**src/rtl/tdm_demux.sv**
```systemverilog
// TDM receiver: routes interleaved slot words to per-channel holding registers,
// tracks frame alignment from the slot-0 sync flag and recovers from sync faults.
module tdm_demux #(
  parameter int CH = 4,
  parameter int W  = 8
) (
  input  logic            clk,
  input  logic            rst_n,
  input  logic [W-1:0]    I,
  input  logic            I_valid,
  input  logic            S,
  output logic [CH*W-1:0] O,
  output logic [CH-1:0]   O_stb,
  output logic            frame_done,
  output logic            locked,
  output logic            sync_err
);

  localparam int CNTW = $clog2(CH);
  localparam logic [CNTW-1:0] CNT_LAST = CNTW'(CH - 1);

  typedef enum logic [0:0] {
    HUNT = 1'b0,
    LOCK = 1'b1
  } state_e;

  state_e          state_q, state_d;
  logic [CNTW-1:0] cnt_q, cnt_d;
  logic [CH*W-1:0] o_q, o_d;
  logic [CH-1:0]   o_stb_q, o_stb_d;
  logic            frame_done_q, frame_done_d;
  logic            locked_q, locked_d;
  logic            sync_err_q, sync_err_d;
  logic            wr_en;
  logic [CNTW-1:0] wr_idx;

  // Next-state: decide which channel (if any) this slot lands in and track alignment.
  always_comb begin
    state_d      = state_q;
    cnt_d        = cnt_q;
    frame_done_d = 1'b0;
    sync_err_d   = 1'b0;
    wr_en        = 1'b0;
    wr_idx       = '0;
    if (I_valid) begin
      case (state_q)
        HUNT: begin
          if (S) begin
            wr_en   = 1'b1;
            wr_idx  = '0;
            cnt_d   = CNTW'(1);
            state_d = LOCK;
          end else begin
            state_d = HUNT;
          end
        end
        LOCK: begin
          if (S) begin
            // An early sync restarts the frame; the partial frame is abandoned.
            sync_err_d = (cnt_q != '0);
            wr_en      = 1'b1;
            wr_idx     = '0;
            cnt_d      = CNTW'(1);
          end else if (cnt_q == '0) begin
            sync_err_d = 1'b1;
            cnt_d      = '0;
            state_d    = HUNT;
          end else begin
            wr_en  = 1'b1;
            wr_idx = cnt_q;
            if (cnt_q == CNT_LAST) begin
              frame_done_d = 1'b1;
              cnt_d        = '0;
            end else begin
              cnt_d = cnt_q + CNTW'(1);
            end
          end
        end
        default: begin
          state_d = HUNT;
          cnt_d   = '0;
        end
      endcase
    end else begin
      state_d = state_q;
    end
    locked_d = (state_d == LOCK);
  end

  // Write decode: one strobe per accepted slot, unwritten channels hold.
  always_comb begin
    o_d     = o_q;
    o_stb_d = '0;
    for (int k = 0; k < CH; k++) begin
      o_stb_d[k]    = wr_en && (wr_idx == CNTW'(k));
      o_d[k*W +: W] = o_stb_d[k] ? I : o_q[k*W +: W];
    end
  end

  // State and output registers.
  always_ff @(posedge clk or negedge rst_n) begin
    if (!rst_n) begin
      state_q      <= HUNT;
      cnt_q        <= '0;
      o_q          <= '0;
      o_stb_q      <= '0;
      frame_done_q <= 1'b0;
      locked_q     <= 1'b0;
      sync_err_q   <= 1'b0;
    end else begin
      state_q      <= state_d;
      cnt_q        <= cnt_d;
      o_q          <= o_d;
      o_stb_q      <= o_stb_d;
      frame_done_q <= frame_done_d;
      locked_q     <= locked_d;
      sync_err_q   <= sync_err_d;
    end
  end

  assign O          = o_q;
  assign O_stb      = o_stb_q;
  assign frame_done = frame_done_q;
  assign locked     = locked_q;
  assign sync_err   = sync_err_q;

endmodule

```
**config.mk**
```make
export PLATFORM = sky130hd
export DESIGN_NAME = tdm_demux
export DESIGN_NICKNAME = d
export VERILOG_FILES = /design/src/rtl/tdm_demux.sv
export SDC_FILE = /design/constraint.sdc
export NUM_CORES = 1
export LEC_CHECK = 0
export CAP_MARGIN = 20
export CORE_UTILIZATION = 45
export DETAILED_ROUTE_END_ITERATION = 6
export PLACE_DENSITY = 0.76
export SLEW_MARGIN = 20
export SYNTH_ARGS = -nofsm -noshare
export SYNTH_HDL_FRONTEND = slang
export SYNTH_SLANG_ARGS = --single-unit
```
**constraint.sdc**
```tcl
create_clock -name clk -period 6.5 [get_ports clk]
set_clock_uncertainty 0.05 [all_clocks]
set_input_delay 0.975 -clock clk [delete_from_list [all_inputs] [get_ports clk]]
set_output_delay 0.975 -clock clk [all_outputs]
set_load 0.01 [all_outputs]
```
==> results.tsv, run 1 <==
stage	metric	value	unit
run_status	outcome	completed	
synthesis	synth-compound-area-share	2.86	%
synthesis	syn_nets	124	
placement	port_buffers	50	
setup_path	crit_end	O[29]$_DFFE_PN0P_	
clock_network	cts_setup_buffers	0	
hold_path	min_path_type	register to register	
floorplan	start_util	48.3	%
setup_path	r2r-end	O[29]$_DFFE_PN0P_	
sta	drv_slew	0	
detailed_routing	num_vias	1039	
synthesis	syn-instance-count	108	
synthesis	synth_adder_area_share	3.01	%
sta	finalHoldViolCount	0	
sta	fin_crit	2.78	ns
setup_path	reg2reg_depth	7	
detailed_routing	vias_per_cell	4.95	
setup_path	r2r_start	cnt_q[0]$_DFFE_PN0P_	
sta	maxSlewHeadroom	43.5	%
finish	insertedDiodeCount	0	
global_route	grt_pass1_wl	5620	um
placement	hpwl	2400	um
setup_path	crit_required	6.63	ns
floorplan	ios	51	
finish	final_layout_size_suffix_gt1_share	29.3	%
setup_path	arrival	2.91	ns
floorplan	die_y	62.8	um
sta	final.setup.tns	0	ns
synthesis	syn_area	1660	um2
synthesis	ys_types	22	
clock_network	hold_buffers	0	
power	peakVddDrop	0.000248	V
synthesis	ys_seq_elements	41	
synthesis	synth_top_family_by_area	multiplexers	
finish	final_common_cell	clkdlybuf4s50_1	
placement	dp_cells	202	
setup_path	cp_max_fo	9	
synthesis	ys_warn_count	0	
detailed_routing	first_iter_violations	34	
global_route	grt_pass1_vias	1153	
detailed_routing	ant_nets	0	
power	power.leakage	1.05	nW
clock_network	numCtsBuffers	5	
floorplan	die_x	62.8	um
detailed_routing	drt_wl_total	3290	um
setup_path	crit_type	input port to register	
finish	stdcell_count	210	
synthesis	synth.area.mux_share	21.7	%
power	pwr_density_cell	453	nW/um2
floorplan	coreArea	3440	um2
setup_path	end_kind	register	
synthesis	syn_area_per_cell	15.4	um2
finish	nets	179	
detailed_routing	wl_per_cell	15.7	um
clock_network	cts_buffer_depth	2	
setup_path	startpoint	S	
finish	layout_common_cells	clkdlybuf4s50_1, dfrtp_1, mux2_2, clkbuf_8	
finish	final_util	67.4	%
global_route	grt_max_degree	42	
clock_network	post_cts_resized	0	
sta	tightestPinTransition	0.847	ns
detailed_routing	post-route-drc-count	0	
finish	synthToLayoutAreaGrowth	39.5	%
setup_path	rrSetupSlack	4.20	ns
sta	period_share	42.8	%
clock_network	clk_latency	0.29	ns
setup_path	cp-start-kind	input port	
global_route	grt-ovfl-total	0	
sta	max_freq	359	MHz
power	p_seq_share	40.1	%
power	power_switching	309	uW
power	power	1.05	mW
clock_network	cts_tree	yes	
power	internal_power	742	uW
sta	whs	0.462	ns
detailed_routing	first_pass_iters	4	
clock_network	root_buffer	clkbuf_8	
global_route	antenna_found_initial	0	
synthesis	synth-seq-area-share	61.7	%
clock_network	clkTransAtPathRegs	0.07	ns
power	clkPwrFrac	19.7	%
sta	rsz0062_at_grt	false	
placement	gp_congestion	0.870	
clock_network	h-tree-depth	2	
run	drv_cap	0	
floorplan	rows	21	
clock_network	cts_sinks	41	
synthesis	synth_xor_area_share	0	%
power	switching_share	29.4	%
floorplan	die-area	3940	um2
synthesis	yosys.area_share.simple	8.88	%
sta	setup_viol	0	
global_route	grt_usage	19.3	%
power	p_comb_share	40.2	%
layer usage:
metal | global-route usage, % | routed length (um)
met3 | 6.20 | 178
met4 | 6.10 | 44
met2 | 33.7 | 1710
met1 | 22.2 | 1360
met5 | 0 | 0
cells by family after synthesis:
group | Yosys count
AO/OA/AOI/OAI | 6
AND/OR/NAND/NOR | 18
adder cells (fa/ha/maj) | 4
buffers and inverters | 7
multiplexers | 32
flip-flops | 41
state kept, by name (all words and copies together), names as in the netlist:
signal	flops
O_stb	4
locked	1
sync_err	1
frame_done	1
O	32
cnt_q	2
how the worst min path moves through the flow:
stage	from	end	slack (ns)	cells after the start
after global routing	O[1]$_DFFE_PN0P_	O[1]$_DFFE_PN0P_	0.48	1
after CTS	O[1]$_DFFE_PN0P_	O[1]$_DFFE_PN0P_	0.47	1
after floorplan	O[10]$_DFFE_PN0P_	O[10]$_DFFE_PN0P_	0.50	1
after detailed placement	O[12]$_DFFE_PN0P_	O[12]$_DFFE_PN0P_	0.44	1
after global placement	O[29]$_DFFE_PN0P_	O[29]$_DFFE_PN0P_	0.44	1
final	O[1]$_DFFE_PN0P_	O[1]$_DFFE_PN0P_	0.46	1
cell type report:
cell class,count,area (um2)
clock buffers,7,86.3
clock inverters,1,30.0
fillers,271,1120
inverters,5,18.8
multi-input cells,60,606
flip-flops and latches,41,1030
well taps,46,57.6
repair buffers,50,495
power by group through the flow:
stage          sequential [mW]  combinational [mW]  clock (mW)
6_report                 0.422               0.423       0.207
5_1_grt                  0.436               0.451       0.224
4_1_cts                  0.423               0.430       0.213
3_5_place_dp             0.427               0.427           0
3_3_place_gp             0.419               0.418           0
2_1_floorplan            0.460               0.148           0
stage by stage:
step / instance area, um2 / setup slack (ns)
global route: 2320 / 3.63
finish: 2320 / 3.72
detailed placement: 2200 / 3.39
CTS: 2320 / 3.69
global placement: 2200 / 3.48
floorplan: 1660 / 4.20
synth_stat cells:
master    instances  share of area, %
nand3b_1          1              0.45
mux2_2           32                22
buf_2             1              0.30
nand2_1           5               1.1
o21ai_0           2              0.60
nor2_4            1              0.68
a31oi_1           1              0.38
inv_1             5               1.1
nand2b_4          1              0.83
nor2_8            1               1.2
and4bb_4          1              0.98
nand2_4           1              0.68
buf_4             1              0.45
nand2_2           1              0.38
nor2_1            3              0.68
a21oi_1           2              0.60
nor3b_1           1              0.45
dfrtp_1          41                62
a31oi_4           1               1.3
nand3_4           1               1.1
ha_1              4               3.0
nand4_1           1              0.38
worst max-delay path: stages:
cell,delay (ns)
clkdlybuf4s50_1,0.61
inv_1,0.12
ha_1,0.23
and4bb_4,0.36
nand2_4,0.08
nor2_8,0.17
mux2_2,0.36
(Power assumes the default switching activity.)
==> run 2: changes to the inputs <==
Clock period 6.5 ns to 2.9 ns, I/O delays scaled along.
==> results of run 2 <==
The final DEF is identical to that of run 1. Status: completed.
Main changes from that run: setup slack after placement 3.39 ns -> 0.331 ns; clock-pin slew on the worst setup and hold paths 0.07 ns -> 0.08 ns; setup slack after layout 3.72 ns -> 0.604 ns; hold slack 0.462 ns -> 0.194 ns; start point of the critical path S -> cnt_q[0]$_DFFE_PN0P_; register-to-register setup slack 4.20 ns -> 0.60 ns; total power 1.05 mW -> 2.36 mW; worst IR drop on VDD 0.000248 V -> 0.000555 V
==> run 3: changes to the inputs <==
Settings changed: CORE_UTILIZATION 45 to 41, PLACE_DENSITY 0.76 to 0.73.
Clock period 2.9 ns to 1.85 ns, I/O delays scaled along.
==> run 3 against run 2 <==
Compared with the run above: via count increased by 7.1%; power increased by 66%; sequential cell count unchanged; largest cell class unchanged; utilization decreased by 0.14 points; largest power group unchanged; critical endpoint unchanged; cell count increased by 8.1%; clock-buffer cell count decreased by 1; register-to-register slack got worse by 0.58 ns; fmax increased by 26%; combinational power increased by 82%; sequential share of layout area decreased by 3.7 points; wire length increased by 9.3%.
==> results.tsv, run 3 (synthesis results as in run 1) <==
stage	metric	value	unit
global_route	grt_pass1_wl	5840	um
power	pwr_density_cell	1550	nW/um2
global_route	grt_max_degree	24	
power	peakVddDrop	0.000798	V
global_route	grt-ovfl-total	0	
power	internal_power	2.75	mW
clock_network	root_buffer	clkbuf_8	
clock_network	clkTransAtPathRegs	0.08	ns
power	power	3.92	mW
detailed_routing	drt_wl_total	3590	um
sta	period_share	98.9	%
floorplan	ios	51	
detailed_routing	ant_nets	0	
sta	rsz0062_at_grt	true	
setup_path	r2r_start	cnt_q[0]$_DFFE_PN0P_	
clock_network	cts_tree	yes	
sta	final.setup.tns	0	ns
finish	stdcell_count	227	
finish	insertedDiodeCount	0	
setup_path	end_kind	register	
sta	drv_slew	0	
floorplan	coreArea	3770	um2
sta	fin_crit	1.83	ns
clock_network	cts_sinks	41	
power	power.leakage	1.15	nW
floorplan	die_x	65.7	um
run	drv_cap	0	
setup_path	r2r-end	O[29]$_DFFE_PN0P_	
setup_path	cp_cell_sequence	inv_4 -> ha_4 -> ha_4 -> and4bb_4 -> nand2_4 -> nor2_8 -> mux2_4	
setup_path	rrSetupSlack	0.02	ns
sta	max_freq	547	MHz
setup_path	path_depth	7	
setup_path	cp-start-kind	register	
finish	nets	194	
setup_path	crit_path_frequent_cell	ha_4	
setup_path	crit_type	register to register	
placement	hpwl	2520	um
power	p_seq_share	36.9	%
power	clkPwrFrac	19.1	%
run_status	outcome	completed	
detailed_routing	num_vias	1113	
sta	tightestPinTransition	0.432	ns
setup_path	crit_required	1.99	ns
detailed_routing	first_pass_iters	4	
detailed_routing	wl_per_cell	15.8	um
clock_network	h-tree-depth	2	
setup_path	cp_max_fo	5	
sta	setup_viol	0	
sta	maxSlewHeadroom	71.2	%
setup_path	slowest_delay	0.39	ns
detailed_routing	first_iter_violations	21	
setup_path	critical_path.top_delay_family	simple AND/OR/NAND/NOR gates	
placement	gp_congestion	0.792	
setup_path	arrival	1.96	ns
placement	port_buffers	50	
global_route	grt_pass1_vias	1164	
global_route	antenna_found_initial	0	
floorplan	rows	22	
sta	finalHoldViolCount	0	
power	switching_share	29.8	%
finish	synthToLayoutAreaGrowth	52.5	%
floorplan	start_util	44.1	%
global_route	grt_usage	18.8	%
finish	layout_common_cells	clkdlybuf4s50_1, dfrtp_1, mux2_2, buf_4, mux2_4	
clock_network	cts_buffer_depth	2	
power	p_comb_share	44.0	%
clock_network	numCtsBuffers	5	
hold_path	min_path_type	input port to async pin	
detailed_routing	vias_per_cell	4.90	
setup_path	reg2reg_depth	7	
power	power_switching	1.17	mW
finish	final_layout_size_suffix_gt1_share	37.4	%
finish	final_common_cell	clkdlybuf4s50_1	
floorplan	die-area	4310	um2
setup_path	crit_buf_inv	1	
detailed_routing	post-route-drc-count	0	
floorplan	die_y	65.7	um
clock_network	clk_latency	0.30	ns
setup_path	slowest_stage	dfrtp_2	
placement	dp_cells	215	
finish	fillers	271	
finish	largest_reg_flops	32	
run 3: routing by layer:
| layer | wire length [um] | GRT usage (%) |
|---|---|---|
| met1 | 1560 | 23.7 |
| met2 | 1830 | 31.3 |
| met3 | 131 | 3.13 |
| met4 | 70 | 8.97 |
| met5 | 0 | 0 |
run 3: layout make-up:
type	count	area, um2	area share [%]
clock buffer	6	82.6	3.26
sequential	41	1030	40.5
timing repair buffer	63	621	24.5
multi-input combinational	62	687	27.1
inverter	5	21.3	0.839
clock inverter	2	37.5	1.48
tap	48	60.1	2.37
run 3: repair_timing:
| item | in CTS | in global routing |
|---|---|---|
| buffers inserted | 1 | 0 |
| hold endpoints to repair | 18 | 0 |
| hold buffers | 1 | 0 |
| gates resized for setup | 1 | 0 |
| cloned | 1 | 1 |
| pin swaps | 2 | 2 |
| endpoints found under the setup margin | 24 | 10 |
run 3: power groups by stage:
stage | clock network (mW) | registers [mW] | logic, mW
after floorplan | 0 | 1.62 | 0.592
after global placement | 0 | 1.44 | 1.68
after detailed placement | 0 | 1.46 | 1.70
after CTS | 0.766 | 1.45 | 1.73
after global routing | 0.807 | 1.49 | 1.84
final | 0.747 | 1.45 | 1.73
run 3: how the worst max path moves through the flow:
stage                     slack [ns]           endpoint                 start
final                           0.02  O[29]$_DFFE_PN0P_  cnt_q[0]$_DFFE_PN0P_
after global routing           -0.03  O[28]$_DFFE_PN0P_  cnt_q[0]$_DFFE_PN0P_
after detailed placement       -0.32  O[26]$_DFFE_PN0P_                     S
after floorplan                -0.11  O[24]$_DFFE_PN0P_  cnt_q[0]$_DFFE_PN0P_
after global placement         -0.29  O[28]$_DFFE_PN0P_                     S
after CTS                      0.008  O[26]$_DFFE_PN0P_  cnt_q[0]$_DFFE_PN0P_
run 3: through the flow:
| step | instance area (um2) | worst slack (ns) | hold slack, ns | util, % |
|---|---|---|---|---|
| after global routing | 2540 | -0.0298 | 0.426 | 67.3 |
| final | 2540 | 0.0210 | 0.392 | 67.3 |
| after global placement | 2370 | -0.289 | 0.193 | 62.9 |
| after detailed placement | 2370 | -0.324 | 0.195 | 62.9 |
| after CTS | 2520 | 0.00774 | 0.409 | 67.0 |
| after floorplan | 1720 | -0.108 | -0.0681 | - |
